## src/rtl/acc_job_scheduler_if.sv

```systemverilog
// -----------------------------------------------------------------------------
// acc_job_scheduler_if
// Purpose : Groups every handshake and engine-control signal of the job
//           scheduler into one bundle. The host, the KNN core and the SVM core
//           sit on the master side. The scheduler sits on the slave side.
// Signals :
//   req_valid/req_ready/req_mode/req_k/req_thr   job request handshake
//   knn_control/knn_start/knn_rstn               KNN core configuration/control
//   knn_done/knn_class                           KNN core status
//   svm_start/svm_rstn                           SVM core control
//   svm_done/svm_class                           SVM core status
//   res_valid/res_ready/res_class/res_mode/res_timeout   result handshake
//   busy                                         scheduler not idle
// -----------------------------------------------------------------------------
interface acc_job_scheduler_if;
    logic        req_valid;
    logic        req_ready;
    logic [1:0]  req_mode;
    logic [1:0]  req_k;
    logic [10:0] req_thr;
    logic [31:0] knn_control;
    logic        knn_start;
    logic        knn_rstn;
    logic        knn_done;
    logic        knn_class;
    logic        svm_start;
    logic        svm_rstn;
    logic        svm_done;
    logic        svm_class;
    logic        res_valid;
    logic        res_ready;
    logic        res_class;
    logic [1:0]  res_mode;
    logic        res_timeout;
    logic        busy;

    // Host and engines: drive requests/status, observe controls/results
    modport master (
        output req_valid, req_mode, req_k, req_thr,
        output knn_done, knn_class, svm_done, svm_class, res_ready,
        input  req_ready, knn_control, knn_start, knn_rstn,
        input  svm_start, svm_rstn, res_valid, res_class, res_mode,
        input  res_timeout, busy
    );

    // Scheduler side
    modport slave (
        input  req_valid, req_mode, req_k, req_thr,
        input  knn_done, knn_class, svm_done, svm_class, res_ready,
        output req_ready, knn_control, knn_start, knn_rstn,
        output svm_start, svm_rstn, res_valid, res_class, res_mode,
        output res_timeout, busy
    );
endinterface

```

## src/rtl/acc_job_scheduler.sv

```systemverilog
// -----------------------------------------------------------------------------
// acc_job_scheduler
// Purpose : Sequences the KNN and SVM classification engines. The scheduler
//           accepts one job (mode, k, threshold) per handshake. It starts the
//           selected engine(s) and waits for every selected done or for a
//           timeout. It then pulses the engine reset(s) to return the cores to
//           Idle and reports one combined decision.
// Ports   :
//   CLK     in  clock
//   RESETn  in  synchronous active-low reset
//   bus     acc_job_scheduler_if.slave (request, engine control, result)
// Engine index 0 = KNN (mode bit 0), index 1 = SVM (mode bit 1).
// -----------------------------------------------------------------------------
module acc_job_scheduler #(
    parameter int TIMEOUT_CYC = 4096,   // WAIT cycles before abort (>=2)
    parameter int TO_W        = 13,     // counter width, holds TIMEOUT_CYC
    parameter int CLR_CYC     = 2,      // engine reset pulse length (>=1)
    parameter bit COMBINE     = 1'b0    // mode 11: 0 = knn|svm, 1 = knn&svm
) (
    input  logic               CLK,
    input  logic               RESETn,
    acc_job_scheduler_if.slave bus
);
    typedef enum logic [2:0] {
        ST_IDLE   = 3'd0,
        ST_LAUNCH = 3'd1,
        ST_WAIT   = 3'd2,
        ST_CLEAR  = 3'd3,
        ST_REPORT = 3'd4
    } state_t;

    localparam logic [TO_W-1:0] TO_LAST  = TO_W'(TIMEOUT_CYC - 1);
    localparam logic [TO_W-1:0] CLR_LAST = TO_W'(CLR_CYC - 1);

    state_t          r_state;
    state_t          w_state_next;
    logic [TO_W-1:0] r_cnt;         // WAIT timeout counter, reused to time CLEAR
    logic [TO_W-1:0] w_cnt_next;
    logic            r_timeout;
    logic            w_timeout_next;
    logic            r_rst_ok;      // low while RESETn held and for the cycle it is sampled high
    logic [1:0]      r_mode;
    logic [1:0]      r_k;
    logic [10:0]     r_thr;
    logic [1:0]      r_got;         // sticky per-engine done seen in this job
    logic [1:0]      r_cls;         // class latched on the first done
    logic            r_res_class;
    logic [1:0]      r_res_mode;
    logic            r_res_timeout;

    logic [1:0]      w_done;
    logic [1:0]      w_cls_in;
    logic [1:0]      w_first_done;
    logic [1:0]      w_got_now;
    logic [1:0]      w_got_next;
    logic [1:0]      w_cls_next;
    logic [1:0]      w_start;
    logic [1:0]      w_eng_rstn;
    logic            w_all_done;
    logic            w_accept;
    logic            w_enter_report;
    logic            w_res_class_next;

    assign w_done   = {bus.svm_done,  bus.knn_done};
    assign w_cls_in = {bus.svm_class, bus.knn_class};

    // Per-engine tracking and control. An unselected engine is never started
    // or reset, and its done line is ignored.
    generate
        for (genvar gi = 0; gi < 2; gi++) begin : g_engine
            assign w_first_done[gi] = (r_state == ST_WAIT) && r_mode[gi]
                                      && w_done[gi] && !r_got[gi];
            assign w_got_now[gi]    = r_got[gi] | w_first_done[gi];
            assign w_got_next[gi]   = (r_state == ST_LAUNCH) ? 1'b0 : w_got_now[gi];
            assign w_cls_next[gi]   = w_first_done[gi] ? w_cls_in[gi] : r_cls[gi];
            assign w_start[gi]      = (r_state == ST_LAUNCH) && r_mode[gi];
            assign w_eng_rstn[gi]   = r_rst_ok && !((r_state == ST_CLEAR) && r_mode[gi]);
        end
    endgenerate

    // A done arriving in the same cycle as the timeout still completes the job.
    assign w_all_done = &(w_got_now | ~r_mode);

    always_comb begin
        w_state_next   = r_state;
        w_cnt_next     = r_cnt;
        w_timeout_next = r_timeout;
        w_accept       = 1'b0;
        w_enter_report = 1'b0;
        case (r_state)
            ST_IDLE: begin
                if (bus.req_valid) begin
                    w_accept       = 1'b1;
                    w_timeout_next = 1'b0;
                    if (bus.req_mode == 2'b00) begin
                        w_state_next   = ST_REPORT;
                        w_enter_report = 1'b1;
                    end else begin
                        w_state_next = ST_LAUNCH;
                    end
                end
            end
            ST_LAUNCH: begin
                w_cnt_next   = '0;
                w_state_next = ST_WAIT;
            end
            ST_WAIT: begin
                if (w_all_done) begin
                    w_cnt_next     = '0;
                    w_timeout_next = 1'b0;
                    w_state_next   = ST_CLEAR;
                end else if (r_cnt == TO_LAST) begin
                    w_cnt_next     = '0;
                    w_timeout_next = 1'b1;
                    w_state_next   = ST_CLEAR;
                end else begin
                    w_cnt_next = r_cnt + TO_W'(1);
                end
            end
            ST_CLEAR: begin
                if (r_cnt == CLR_LAST) begin
                    w_state_next   = ST_REPORT;
                    w_enter_report = 1'b1;
                end else begin
                    w_cnt_next = r_cnt + TO_W'(1);
                end
            end
            ST_REPORT: begin
                if (bus.res_ready) begin
                    w_state_next = ST_IDLE;
                end
            end
            default: begin
                w_state_next = ST_IDLE;
            end
        endcase
    end

    // Decision captured on entry into REPORT. A timed-out job always reports 0.
    always_comb begin
        w_res_class_next = 1'b0;
        if (!w_accept && !r_timeout) begin
            case (r_mode)
                2'b01:   w_res_class_next = r_cls[0];
                2'b10:   w_res_class_next = r_cls[1];
                2'b11:   w_res_class_next = COMBINE ? (r_cls[0] & r_cls[1])
                                                    : (r_cls[0] | r_cls[1]);
                default: w_res_class_next = 1'b0;
            endcase
        end
    end

    always_ff @(posedge CLK) begin
        if (!RESETn) begin
            r_state       <= ST_IDLE;
            r_cnt         <= '0;
            r_timeout     <= 1'b0;
            r_rst_ok      <= 1'b0;
            r_mode        <= 2'b00;
            r_k           <= 2'b00;
            r_thr         <= 11'd0;
            r_got         <= 2'b00;
            r_cls         <= 2'b00;
            r_res_class   <= 1'b0;
            r_res_mode    <= 2'b00;
            r_res_timeout <= 1'b0;
        end else begin
            r_state   <= w_state_next;
            r_cnt     <= w_cnt_next;
            r_timeout <= w_timeout_next;
            r_rst_ok  <= 1'b1;
            r_got     <= w_got_next;
            r_cls     <= w_cls_next;
            if (w_accept) begin
                r_mode <= bus.req_mode;
                r_k    <= bus.req_k;
                r_thr  <= bus.req_thr;
            end
            if (w_enter_report) begin
                r_res_class   <= w_res_class_next;
                r_res_mode    <= w_accept ? bus.req_mode : r_mode;
                r_res_timeout <= w_accept ? 1'b0 : r_timeout;
            end
        end
    end

    assign bus.req_ready   = (r_state == ST_IDLE);
    assign bus.busy        = (r_state != ST_IDLE);
    assign bus.knn_control = {19'd0, r_thr, r_k};
    assign bus.knn_start   = w_start[0];
    assign bus.svm_start   = w_start[1];
    assign bus.knn_rstn    = w_eng_rstn[0];
    assign bus.svm_rstn    = w_eng_rstn[1];
    assign bus.res_valid   = (r_state == ST_REPORT);
    assign bus.res_class   = r_res_class;
    assign bus.res_mode    = r_res_mode;
    assign bus.res_timeout = r_res_timeout;

endmodule

```

## src/flat_wrapper.sv

```systemverilog
// flat-port wrapper written by rule: the top's interface ports become plain ports
module acc_job_scheduler_flat 
#(
    parameter int TIMEOUT_CYC = 4096,                                    
    parameter int TO_W        = 13,                                        
    parameter int CLR_CYC     = 2,                                        
    parameter bit COMBINE     = 1'b0                                        
)
  (CLK, RESETn, bus_req_valid, bus_req_mode, bus_req_k, bus_req_thr, bus_knn_done, bus_knn_class, bus_svm_done, bus_svm_class, bus_res_ready, bus_req_ready, bus_knn_control, bus_knn_start, bus_knn_rstn, bus_svm_start, bus_svm_rstn, bus_res_valid, bus_res_class, bus_res_mode, bus_res_timeout, bus_busy);
  acc_job_scheduler_if bus_i ();
  input  logic CLK;
  input  logic RESETn;
  input wire logic [$bits(bus_i.req_valid)-1:0] bus_req_valid;
  input wire logic [$bits(bus_i.req_mode)-1:0] bus_req_mode;
  input wire logic [$bits(bus_i.req_k)-1:0] bus_req_k;
  input wire logic [$bits(bus_i.req_thr)-1:0] bus_req_thr;
  input wire logic [$bits(bus_i.knn_done)-1:0] bus_knn_done;
  input wire logic [$bits(bus_i.knn_class)-1:0] bus_knn_class;
  input wire logic [$bits(bus_i.svm_done)-1:0] bus_svm_done;
  input wire logic [$bits(bus_i.svm_class)-1:0] bus_svm_class;
  input wire logic [$bits(bus_i.res_ready)-1:0] bus_res_ready;
  output wire logic [$bits(bus_i.req_ready)-1:0] bus_req_ready;
  output wire logic [$bits(bus_i.knn_control)-1:0] bus_knn_control;
  output wire logic [$bits(bus_i.knn_start)-1:0] bus_knn_start;
  output wire logic [$bits(bus_i.knn_rstn)-1:0] bus_knn_rstn;
  output wire logic [$bits(bus_i.svm_start)-1:0] bus_svm_start;
  output wire logic [$bits(bus_i.svm_rstn)-1:0] bus_svm_rstn;
  output wire logic [$bits(bus_i.res_valid)-1:0] bus_res_valid;
  output wire logic [$bits(bus_i.res_class)-1:0] bus_res_class;
  output wire logic [$bits(bus_i.res_mode)-1:0] bus_res_mode;
  output wire logic [$bits(bus_i.res_timeout)-1:0] bus_res_timeout;
  output wire logic [$bits(bus_i.busy)-1:0] bus_busy;
  assign bus_i.req_valid = bus_req_valid;
  assign bus_i.req_mode = bus_req_mode;
  assign bus_i.req_k = bus_req_k;
  assign bus_i.req_thr = bus_req_thr;
  assign bus_i.knn_done = bus_knn_done;
  assign bus_i.knn_class = bus_knn_class;
  assign bus_i.svm_done = bus_svm_done;
  assign bus_i.svm_class = bus_svm_class;
  assign bus_i.res_ready = bus_res_ready;
  assign bus_req_ready = bus_i.req_ready;
  assign bus_knn_control = bus_i.knn_control;
  assign bus_knn_start = bus_i.knn_start;
  assign bus_knn_rstn = bus_i.knn_rstn;
  assign bus_svm_start = bus_i.svm_start;
  assign bus_svm_rstn = bus_i.svm_rstn;
  assign bus_res_valid = bus_i.res_valid;
  assign bus_res_class = bus_i.res_class;
  assign bus_res_mode = bus_i.res_mode;
  assign bus_res_timeout = bus_i.res_timeout;
  assign bus_busy = bus_i.busy;
  acc_job_scheduler #(.TIMEOUT_CYC(TIMEOUT_CYC), .TO_W(TO_W), .CLR_CYC(CLR_CYC), .COMBINE(COMBINE)) u_core (.CLK(CLK), .RESETn(RESETn), .bus(bus_i));
endmodule
```

## config.mk

```make
export PLATFORM = sky130hd
export DESIGN_NAME = acc_job_scheduler_flat
export DESIGN_NICKNAME = d
export VERILOG_FILES = /design/src/rtl/acc_job_scheduler_if.sv /design/src/rtl/acc_job_scheduler.sv /design/src/flat_wrapper.sv
export SDC_FILE = /design/constraint.sdc
export NUM_CORES = 1
export LEC_CHECK = 0
export ABC_CLOCK_PERIOD_IN_PS = 2000
export CORE_ASPECT_RATIO = 0.6
export CORE_MARGIN = 2
export CORE_UTILIZATION = 35
export CTS_BUF_LIST = sky130_fd_sc_hd__clkbuf_8
export CTS_CLUSTER_SIZE = 40
export DETAILED_ROUTE_END_ITERATION = 8
export GPL_TIMING_DRIVEN = 1
export HOLD_SLACK_MARGIN = 0.1
export PLACE_DENSITY = 0.71
export SYNTH_ARGS = -nofsm -noshare
export SYNTH_HDL_FRONTEND = slang
export SYNTH_SLANG_ARGS = --single-unit
```

## constraint.sdc

```tcl
create_clock -name CLK -period 2 [get_ports CLK]
set_input_delay 0.3 -clock CLK [delete_from_list [all_inputs] [get_ports CLK]]
set_output_delay 0.3 -clock CLK [all_outputs]
set_load 0.01 [all_outputs]
```

==> results.cfg <==
[run_status]
status = complete, no violations

[yosys]
synth_compound_area_share_pct = 14.84
yosysMostFrequentCell = dfxtp_1
synthCells = 245
synth_edf_count = 0
synthTopCellsByArea = dfxtp_1 39%, buf_4 6.8%, nand2_1 5.9%, nor2_1 4.5%, a21oi_1 4.0%
synth_area_um2 = 2108
synth_adder_area_share_pct = 1.187
synthArstFlopShare_pct = 0
synth_commonest_cells = 41 x dfxtp_1, 33 x nand2_1, 25 x nor2_1, 19 x buf_4, 17 x a21oi_1
synth_top_area_share_pct = 38.93
synth.distinct_cells = 51
yosys.area_share.simple_pct = 28.31
syn_avg_cell_area_um2 = 8.605
yosys_register_bits = 41
synth_top_family_by_area = simple AND/OR/NAND/NOR gates
muxShareOfSynthArea_pct = 2.849
yosysTopAreaCell = dfxtp_1
ys_seq_area_share_pct = 38.93
synthFlopType = dfxtp_1
synth-xor-area-share_pct = 3.323
yosysWarnings = 0

[routing]
routed_wl_um = 5014
drc = 0
ant_nets = 0
drt_iter0_markers = 95
routed_via_density = 4.711
dr.pass1.iters = 4
avgRoutedWirePerCell_um = 13.19
via_count = 1790

[floorplanning]
fp.dieH_um = 64.12
fp.coreArea_um2 = 5702
rows = 21
ios = 66
dieArea_um2 = 6681
chipWidth_um = 104.2
start_util_pct = 36.98

[timing]
final_hold_viol_count = 0
rsz0062_at_grt = true
fin_crit_ns = 1.937
setup_violations = 0
timing.final.crit_share_pct = 96.86
clock_skew_ns = 0.004954
holdWs_ns = 0.4595
fmax_mhz = 516.2
finalMaxSlewViolations = 0

[worst_setup_path]
required_ns = 1.70
rrSetupSlack_ns = 0.16
cpPeakStageDelay_ns = 0.47
crit_chain = buf_4 > nor3_4 > inv_1 > clkdlybuf4s50_1
critPathBufInv = 3
startpoint_type = flip-flop
path_depth = 4
r2r-end = u_core.bus.res_mode[1]
reg2reg_from = u_core.r_state[1]
critPathArrivalTime_ns = 1.64
cp_slowest_cell = clkdlybuf4s50_1
reg2regPathDepth = 6
endpoint_kind = primary output
critPathKind = reg -> out
critPathMaxFanout = 10
cp_top_family = buffers and inverters

[place]
hpwl_um = 3936
portBuffers = 46
placed_cell_area_um2 = 2626
gp_congestion = 0.7821

[power]
p_per_area_nw_per_um2 = 704.9
p_switching_mw = 0.5116
power_mw = 1.956
ir_drop_mv = 0.4044
clkPwrFrac_pct = 35.1
p_leak_nw = 1.063
sequentialPowerShare_pct = 45.0
intPower_mw = 1.445
pwr-share-comb_pct = 19.9
swShare_pct = 26.15

[final_layout]
num-nets-final = 324
diodes = 0
areaGrowthSynthToFinish_pct = 31.63
final_util_pct = 48.67
drive_above_1_share_pct = 13.33
post-route-cell-area_um2 = 2775

[global_routing]
gr-usage-all-layers_pct = 15.81
grt_max_degree = 25
antenna_found_initial = 0
grt_pass1_wl_um = 8404
gr-total-overflow = 0
first_global_vias = 1658

[cts]
clk_pin_slew_ns = 0.08
cts_tree = yes
clock_latency_ns = 0.29
clock-root-buffer = clkbuf_8
cts-htree-levels = 2
max-clock-path-buffers = 2
numCtsBuffers = 5
clkSinkCount = 41

[worst_hold_path]
hold_end = u_core.r_thr[6]
min_from = u_core.r_thr[6]
hp-class = reg -> reg
whs_path_depth = 2

[flow_run]
cap_viol_max_count = 0
[layout by cell type, fill, tap and decap left out, types with 3 or more instances in the layout]
cell	instances
nor4_1	3
clkdlybuf4s50_1	43
xor2_1	3
nand4_1	4
nand2_1	32
buf_4	12
clkbuf_8	6
nor3b_1	3
inv_1	7
nand2b_1	3
nor2_1	24
a211oi_1	4
a22oi_1	3
mux2i_1	6
xnor2_1	5
and2_1	3
a21oi_1	17
nand3_1	15
dfxtp_1	40
conb_1	19
[tightest hold or removal path: stages, from the launching register on]
cell and delay (ns):
dfxtp_1 0.31, nand2_1 0.05, a21oi_1 0.05
[cells by family (layout without fill, tap and decap cells)]
logic type / after synthesis / after routing
compound gates: 40 / 40
xor+xnor: 8 / 8
fa+ha+maj: 2 / 2
buf+inv: 36 / 73
flops: 41 / 41
mux: 6 / 6
other cells: 1 / 19
simple gates: 111 / 111
[worst max-delay path by stage]
stage / endpoint / startpoint / slack, ns
after floorplan: u_core.r_cnt[10] / u_core.r_cnt[0] / 0.38
after global placement: u_core.r_cnt[11] / bus_svm_done / 0.08
after detailed placement: u_core.r_cnt[11] / bus_svm_done / -0.02
after CTS: bus_req_ready / u_core.r_state[2] / 0.008
after global routing: bus_svm_rstn / u_core.r_state[1] / -0.02
final: bus_busy / u_core.r_state[1] / 0.06
[routing by layer]
layer / track usage [%] / vias to the layer above / part of all wire, %
li1: - / 915 / -
met1: 23.63 / 819 / 52
met2: 22.45 / 54 / 41
met3: 3.776 / 2 / 6.0
met4: 4.223 / 0 / 0.54
met5: 0 / - / 0
[power by group through the flow]
stage	Combinational [mW]	Sequential, mW	Clock [mW]
floorplan	0.223	0.902	0
global placement	0.376	0.894	0
detailed placement	0.379	0.896	0
CTS	0.382	0.878	0.703
global route	0.426	0.885	0.749
finish	0.389	0.880	0.687
[flip-flops by register name, indices dropped and copies added (netlist names)]
| signal | count |
|---|---|
| u_core.bus.res_class | 1 |
| u_core.bus.res_mode | 2 |
| u_core.bus.res_timeout | 1 |
| u_core.r_cls | 2 |
| u_core.r_cnt | 13 |
| u_core.r_got | 2 |
| u_core.r_k | 2 |
| u_core.r_mode | 2 |
| u_core.r_rst_ok | 1 |
| u_core.r_state | 3 |
| u_core.r_thr | 11 |
| u_core.r_timeout | 1 |
[final cells by class]
type / count / area (um^2)
clock buffers: 6 / 82.58
well taps: 80 / 100.1
multi-input cells: 186 / 1152
repair buffers: 58 / 554.3
clock inverters: 2 / 37.54
fillers: 551 / 2927
inverters: 7 / 26.28
flip-flops and latches: 41 / 822.0
[through the flow]
stage               worst slack [ns]  setup TNS (ns)  instances
floorplan                     0.3754               0        263
global placement             0.07799               0        371
detailed placement          -0.01948        -0.01948        371
CTS                         0.007836               0        379
global route                -0.01697        -0.01697        380
finish                       0.06274               0        380
[timing repair]
action,4_1_cts,5_1_grt
hold buffers,0,0
gates resized for setup,4,4
setup endpoints to repair,5,13
pin swaps,0,2
buffers inserted,0,1
Power figures use the tool's default switching activity.
